<file path="src/rtl/uart_pkg.sv">
`default_nettype none
// ============================================================================
//  Module      : uart_pkg
//  Description : Shared TX FSM encodings, status-word bit positions and the
//                baud divisor helper for the UART transmit path.
//  Revision    : 1.0  initial release
// ============================================================================
package uart_pkg;

    localparam logic [1:0] IDLE  = 2'd0;
    localparam logic [1:0] START = 2'd1;
    localparam logic [1:0] DATA  = 2'd2;
    localparam logic [1:0] STOP  = 2'd3;

    localparam int ST_FULL      = 0;
    localparam int ST_BUSY      = 1;
    localparam int ST_OVF       = 2;
    localparam int ST_COUNT_LSB = 8;

    function automatic int calc_div(input int clk_hz, input int baud);
        return clk_hz / baud;
    endfunction

endpackage
`default_nettype wire

</file>
<file path="src/rtl/sync_fifo.sv">
`default_nettype none
// ============================================================================
//  Module      : sync_fifo
//  Description : Single-clock circular-buffer FIFO with occupancy count and
//                combinational head output.
//  Revision    : 1.0  initial release
// ============================================================================
module sync_fifo #(
    parameter int WIDTH = 8,
    parameter int AW    = 4
) (
    input  logic             clk,
    input  logic             resetn,
    input  logic             push,
    input  logic             pop,
    input  logic [WIDTH-1:0] din,
    output logic [WIDTH-1:0] dout,
    output logic [AW:0]      count,
    output logic             full,
    output logic             empty
);

    localparam int        C_DEPTH    = 1 << AW;
    localparam logic [AW:0] C_FULL_CNT = {1'b1, {AW{1'b0}}};

    logic [WIDTH-1:0] r_mem [C_DEPTH];
    logic [AW-1:0]    r_wr_ptr;
    logic [AW-1:0]    r_rd_ptr;
    logic [AW:0]      r_count;
    logic             w_do_push;
    logic             w_do_pop;

    assign full      = (r_count == C_FULL_CNT);
    assign empty     = (r_count == '0);
    assign count     = r_count;
    assign dout      = r_mem[r_rd_ptr];
    assign w_do_pop  = pop & ~empty;
    // A push into a full FIFO is legal only when the head leaves on the same edge.
    assign w_do_push = push & (~full | w_do_pop);

    always_ff @(posedge clk) begin
        if (w_do_push) begin
            r_mem[r_wr_ptr] <= din;
        end
    end

    always_ff @(posedge clk or negedge resetn) begin
        if (!resetn) begin
            r_wr_ptr <= '0;
            r_rd_ptr <= '0;
            r_count  <= '0;
        end else begin
            if (w_do_push) begin
                r_wr_ptr <= r_wr_ptr + AW'(1);
            end
            if (w_do_pop) begin
                r_rd_ptr <= r_rd_ptr + AW'(1);
            end
            case ({w_do_push, w_do_pop})
                2'b10:   r_count <= r_count + (AW+1)'(1);
                2'b01:   r_count <= r_count - (AW+1)'(1);
                default: r_count <= r_count;
            endcase
        end
    end

endmodule
`default_nettype wire

</file>
<file path="src/rtl/uart_tx_fifo.sv">
`default_nettype none
// ============================================================================
//  Module      : uart_tx_fifo
//  Description : IO-mapped UART transmitter: byte FIFO feeding an 8N1
//                serialiser, with a pollable status word for firmware.
//  Revision    : 1.0  initial release
// ============================================================================
module uart_tx_fifo
    import uart_pkg::*;
#(
    parameter int CLK_FREQ_HZ = 27000000,
    parameter int BAUD        = 115200,
    parameter int FIFO_AW     = 4
) (
    input  logic        clk,
    input  logic        resetn,
    input  logic        uart_valid,
    input  logic [7:0]  uart_data,
    input  logic        status_rd,
    output logic [31:0] status_rdata,
    output logic        tx
);

    localparam int             C_DIV      = calc_div(CLK_FREQ_HZ, BAUD);
    localparam int             C_BW       = $clog2(C_DIV);
    localparam logic [C_BW-1:0] C_DIV_LAST = C_BW'(C_DIV - 1);

    logic [1:0]      r_state;
    logic [1:0]      w_state_next;
    logic [C_BW-1:0] r_baud;
    logic [2:0]      r_bit_idx;
    logic [7:0]      r_shift;
    logic            r_tx;
    logic            r_overflow;

    logic            w_bit_end;
    logic            w_pop;
    logic            w_push;
    logic            w_drop;
    logic            w_tx_next;
    logic [7:0]      w_head;
    logic [FIFO_AW:0] w_count;
    logic [7:0]      w_count8;
    logic            w_full;
    logic            w_empty;

    sync_fifo #(
        .WIDTH (8),
        .AW    (FIFO_AW)
    ) u_fifo (
        .clk    (clk),
        .resetn (resetn),
        .push   (w_push),
        .pop    (w_pop),
        .din    (uart_data),
        .dout   (w_head),
        .count  (w_count),
        .full   (w_full),
        .empty  (w_empty)
    );

    assign w_bit_end = (r_baud == C_DIV_LAST);
    assign w_drop    = uart_valid & w_full & ~w_pop;
    assign w_push    = uart_valid & ~w_drop;

    // State register
    always_ff @(posedge clk or negedge resetn) begin
        if (!resetn) begin
            r_state <= IDLE;
        end else begin
            r_state <= w_state_next;
        end
    end

    // Next-state logic
    always_comb begin
        w_state_next = r_state;
        case (r_state)
            IDLE:    if (!w_empty) w_state_next = START;
            START:   if (w_bit_end) w_state_next = DATA;
            DATA:    if (w_bit_end && r_bit_idx == 3'd7) w_state_next = STOP;
            STOP:    if (w_bit_end) w_state_next = w_empty ? IDLE : START;
            default: w_state_next = IDLE;
        endcase
    end

    // Output decode: pop strobe and the value tx takes on the next edge
    always_comb begin
        w_pop     = 1'b0;
        w_tx_next = r_tx;
        case (r_state)
            IDLE: begin
                w_pop     = ~w_empty;
                w_tx_next = w_empty;
            end
            START: begin
                if (w_bit_end) w_tx_next = r_shift[0];
            end
            DATA: begin
                if (w_bit_end) w_tx_next = (r_bit_idx == 3'd7) ? 1'b1 : r_shift[1];
            end
            STOP: begin
                if (w_bit_end) begin
                    w_pop     = ~w_empty;
                    w_tx_next = w_empty;
                end
            end
            default: w_tx_next = 1'b1;
        endcase
    end

    always_ff @(posedge clk or negedge resetn) begin
        if (!resetn) begin
            r_baud     <= '0;
            r_bit_idx  <= '0;
            r_shift    <= '0;
            r_tx       <= 1'b1;
            r_overflow <= 1'b0;
        end else begin
            r_tx <= w_tx_next;

            if (r_state == IDLE || w_bit_end) begin
                r_baud <= '0;
            end else begin
                r_baud <= r_baud + C_BW'(1);
            end

            if (r_state != DATA) begin
                r_bit_idx <= '0;
            end else if (w_bit_end) begin
                r_bit_idx <= r_bit_idx + 3'd1;
            end

            if (w_pop) begin
                r_shift <= w_head;
            end else if (r_state == DATA && w_bit_end) begin
                r_shift <= {1'b0, r_shift[7:1]};
            end

            // A drop in the same cycle as a status read keeps the flag set.
            if (w_drop) begin
                r_overflow <= 1'b1;
            end else if (status_rd) begin
                r_overflow <= 1'b0;
            end
        end
    end

    generate
        if (FIFO_AW >= 7) begin : g_cnt_trunc
            assign w_count8 = w_count[7:0];
        end else begin : g_cnt_pad
            assign w_count8 = {{(7 - FIFO_AW){1'b0}}, w_count};
        end
    endgenerate

    always_comb begin
        status_rdata                        = '0;
        status_rdata[ST_FULL]               = w_full;
        status_rdata[ST_BUSY]               = (r_state != IDLE) | ~w_empty;
        status_rdata[ST_OVF]                = r_overflow;
        status_rdata[ST_COUNT_LSB +: 8]     = w_count8;
    end

    assign tx = r_tx;

endmodule
`default_nettype wire

</file>
<file path="config.mk">
export PLATFORM = sky130hd
export DESIGN_NAME = uart_tx_fifo
export DESIGN_NICKNAME = d
export VERILOG_FILES = /design/src/rtl/uart_pkg.sv /design/src/rtl/sync_fifo.sv /design/src/rtl/uart_tx_fifo.sv
export SDC_FILE = /design/constraint.sdc
export NUM_CORES = 1
export LEC_CHECK = 0
export CAP_MARGIN = 20
export CORE_MARGIN = 4
export CORE_UTILIZATION = 60
export CTS_CLUSTER_SIZE = 14
export DETAILED_ROUTE_END_ITERATION = 6
export PLACE_DENSITY = 0.92
export RECOVER_POWER = 50
export SLEW_MARGIN = 20
export SYNTH_ARGS = -nofsm -noshare
export SYNTH_HDL_FRONTEND = slang
export SYNTH_SLANG_ARGS = --single-unit
</file>
<file path="constraint.sdc">
create_clock -name clk -period 7.8 [get_ports clk]
set_clock_uncertainty 0.05 [all_clocks]
set_input_delay 2.34 -clock clk [delete_from_list [all_inputs] [get_ports clk]]
set_output_delay 2.34 -clock clk [all_outputs]
set_load 0.005 [all_outputs]
</file>
==> impl_metrics.csv <==
group,metric,value,unit
worst_setup_path,crit_cells,12,
die,die_area,0.0137,mm2
yosys,avgSynthCellArea,16.4,um2
yosys,yosysSeqAreaShare,66.5,%
final_layout,final_core_util,68.7,%
yosys,synth_area_leader_cell,"edfxtp_1",
sta,max_freq,0.207,GHz
worst_setup_path,critPathKind,"in -> reg",
routing,via_per_inst,6.34,
pwr,power,2.19,mW
placed_design,placed_cell_area,0.00732,mm2
worst_hold_path,min_path_cells,1,
cts,htreeDepth,4,
die,fp.dieW,117,um
worst_setup_path,cp_max_fo,7,
pwr,p_sw,0.546,mW
sta,final.setup.tns,0,ns
die,io_pins,45,
routing,drt-met1-wl,5490,um
pwr,seq_power_share,49.8,%
pwr,vdd_drop_max,0.250,mV
grt,antenna_found_initial,0,
routing,dr.pass1.iters,7,
sta,min_period_over_period,62.0,%
routing,wirelength,13900,um
worst_hold_path,min_delay_worst_endpoint,"tx",
cts,post_cts_buffers,0,
routing,postRouteAntennaNets,0,
yosys,synthDistinctLibCells,52,
pwr,p_per_area,277,mW/mm2
final_layout,fin_area,0.00792,mm2
cts,cts_tree,"yes",
worst_setup_path,slowest_stage,"dlygate4sd3_1",
routing,route.top_layer_used,"met4",
pwr,swShare,24.9,%
final_layout,diodes,0,
yosys,ys_seq_elements,164,
sta,tightest_slew,1.99,ns
worst_setup_path,endpoint_kind,"flip-flop",
cts,tritoncts.num_buffers,17,
worst_setup_path,r2r_cells,13,
yosys,synth_area,0.00714,mm2
run_status,violations,"capacitance limit, slew limit",
worst_setup_path,worstReg2RegStart,"r_baud[0]",
final_layout,area_growth,10.9,%
pwr,power.leakage,2.85,nW
routing,drc_errors,0,
worst_hold_path,hold_class,"reg -> reg",
sta,min_period,4.84,ns
worst_setup_path,cp_data_required_time,8.09,ns
sta,hold_viol,0,
final_layout,seq_area,0.00475,mm2
die,core_area,0.0115,mm2
placed_design,place.gp.congestion,0.928,
sta,slew_headroom,-32.5,%
cts,clk_latency,0.42,ns
sta,final_max_slew_viol_count,37,
worst_setup_path,start_kind,"input pin",
routing,dr_wl_met3,831,um
worst_setup_path,crit_top_cell,"ha_1",
worst_hold_path,hold_start,"tx",
worst_setup_path,critical_path_arrival,5.12,ns
worst_setup_path,r2r_slack,4.19,ns
final_layout,drive_gt1_share,14.3,%
die,start_util,62.0,%
cts,ctsHoldBuffers,0,
routing,wire_per_inst,22.7,um
worst_setup_path,crit_path_cell_trace,"dlygate4sd3_1 -> nand2_1 -> o2bb2ai_1 -> inv_1 -> ha_1 -> xor2_1 -> ha_1 -> o21a_1 -> o21ai_0 -> nand3b_1 -> a21oi_1 -> xnor2_1",
yosys,syn_inst,435,
cts,path_clk_slew,0.06,ns
grt,grt_overflow,0,
cts,cts_resized,0,
final_layout,fin_nets,487,
yosys,synth_edf_count,128,
yosys,yosysTopAreaCellShare,53.9,%
grt,grt_pass1_wl,21400,um
run,drv_cap,1,
worst_setup_path,r2r_end,"u_fifo.count[4]",
placed_design,dp_hpwl,8640,um
run_status,status,"complete, but fails checks",
worst_setup_path,crit_path_max_incr_delay,0.61,ns
die,die_h,117,um
pwr,p_int,1.65,mW
cts,cts_sinks,164,
final_layout,multi_input_area,0.00213,mm2
worst_setup_path,path_buf_inv,2,
yosys,postSynth.asyncResetShare,22.0,%
cts,clockBufferDepth,2,
routing,drtIter0Drc,441,
yosys,synthFlopType,"edfxtp_1",
cts,root_buffer,"clkbuf_16",
yosys,synth_area_leaders,"edfxtp_1 (54%), dfrtp_1 (12%), mux4_2 (7.3%)",
pwr,p_clk_share,38.3,%
routing,dr_total_vias,3889,
sta,finalSetupViolCount,0,
yosys,yosysWarnings,0,
sta,rsz0062_at_grt,"false",
grt,grt_max_degree,37,
pwr,pwr-share-comb,11.9,%
worst_setup_path,crit_family,"compound AO/OA/AOI/OAI gates",
grt,grt_pass1_vias,3873,
die,fp-row-count,39,
placed_design,portBuffers,20,
final_layout,fill_cells,674,
grt,track_usage,21.7,%
routing,wl_met2,7220,um
==> layer usage <==
metal	up-vias	GRT usage, %
li1	1671	-
met3	43	4.73
met2	201	35.9
met5	-	0
met4	0	7.03
met1	1974	29.2
==> synth_stat cells (2+ instances only) <==
cell type,n
edfxtp_1,128
dfrtp_1,35
buf_4,27
nand2_1,24
mux4_2,23
ha_1,18
a21oi_1,17
a22oi_1,15
nor2_1,14
inv_1,12
and2_1,10
nor3_1,10
xor2_1,10
mux4_1,9
xnor2_1,9
clkbuf_1,8
a221o_1,7
o21ai_0,7
nand3_1,6
buf_2,4
buf_6,4
nand2b_1,3
a22o_1,2
a311oi_1,2
a31oi_1,2
nor2b_1,2
o31ai_1,2
==> power by group through the flow <==
| stage | Combinational (mW) | Clock (mW) | Sequential [mW] |
|---|---|---|---|
| global placement | 0.237 | 0 | 1.10 |
| global route | 0.281 | 0.887 | 1.10 |
| floorplan | 0.174 | 0 | 1.09 |
| finish | 0.260 | 0.840 | 1.09 |
| CTS | 0.259 | 0.844 | 1.09 |
| detailed placement | 0.253 | 0 | 1.11 |
==> worst reg2reg max path, delay by kind of cell, from the launching register on <==
kind | cells | cell delay, ns
flops | 1 | 0.43
buf+inv | 1 | 0.24
xor+xnor | 2 | 0.36
simple gates | 3 | 0.76
fa+ha+maj | 3 | 0.81
compound gates | 4 | 0.88
==> logic make-up after synthesis <==
family / synth area share [%]
AND/OR/NAND/NOR: 5.68
multiplexers: 10.9
flip-flops: 66.5
AO/OA/AOI/OAI: 6.14
adder cells (fa/ha/maj): 3.16
XOR/XNOR: 2.33
buffers and inverters: 5.28
other: 0.0525
==> cells in the final DEF (no fill, tap or decap), drive strengths merged, types with 9 or more instances in the layout <==
| cell type | count |
|---|---|
| dfrtp | 35 |
| clkbuf | 21 |
| a22oi | 15 |
| xor2 | 10 |
| mux4 | 32 |
| xnor2 | 9 |
| dlygate4sd3 | 9 |
| a21oi | 17 |
| nor2 | 14 |
| clkdlybuf4s50 | 11 |
| and2 | 11 |
| nand2 | 24 |
| edfxtp | 128 |
| ha | 18 |
| conb | 24 |
| nor3 | 10 |
| inv | 14 |
==> flip-flops by register name (all words and copies together) (netlist names), 2 cells and up <==
| name | cells |
|---|---|
| r_bit_idx | 3 |
| r_baud | 8 |
| u_fifo.r_wr_ptr | 4 |
| u_fifo.r_mem | 128 |
| u_fifo.count | 5 |
| r_shift | 8 |
| u_fifo.r_rd_ptr | 4 |
| r_state | 2 |
==> area by class of cell <==
class,count,area share [%]
Clock buffer,19,5.47
Clock inverter,13,1.98
Inverter,12,0.569
Multi-Input combinational cell,237,26.9
Sequential cell,164,60.0
Tap cell,143,2.26
Timing Repair Buffer,25,2.88
==> worst max-delay path by stage <==
stage                          start         endpoint
after global routing      uart_valid  u_fifo.count[4]
after floorplan           uart_valid  u_fifo.count[4]
after global placement    uart_valid  u_fifo.count[4]
after CTS                 uart_valid  u_fifo.count[4]
after detailed placement  uart_valid  u_fifo.count[4]
final                     uart_valid  u_fifo.count[4]
==> stage by stage <==
step	setup slack [ns]	hold slack, ns	std cells
finish	2.96	0.473	613
detailed placement	2.71	0.448	581
global placement	2.81	0.441	580
global route	2.74	0.480	613
floorplan	3.47	0.425	458
CTS	3.13	0.471	613
(Power assumes the default switching activity.)
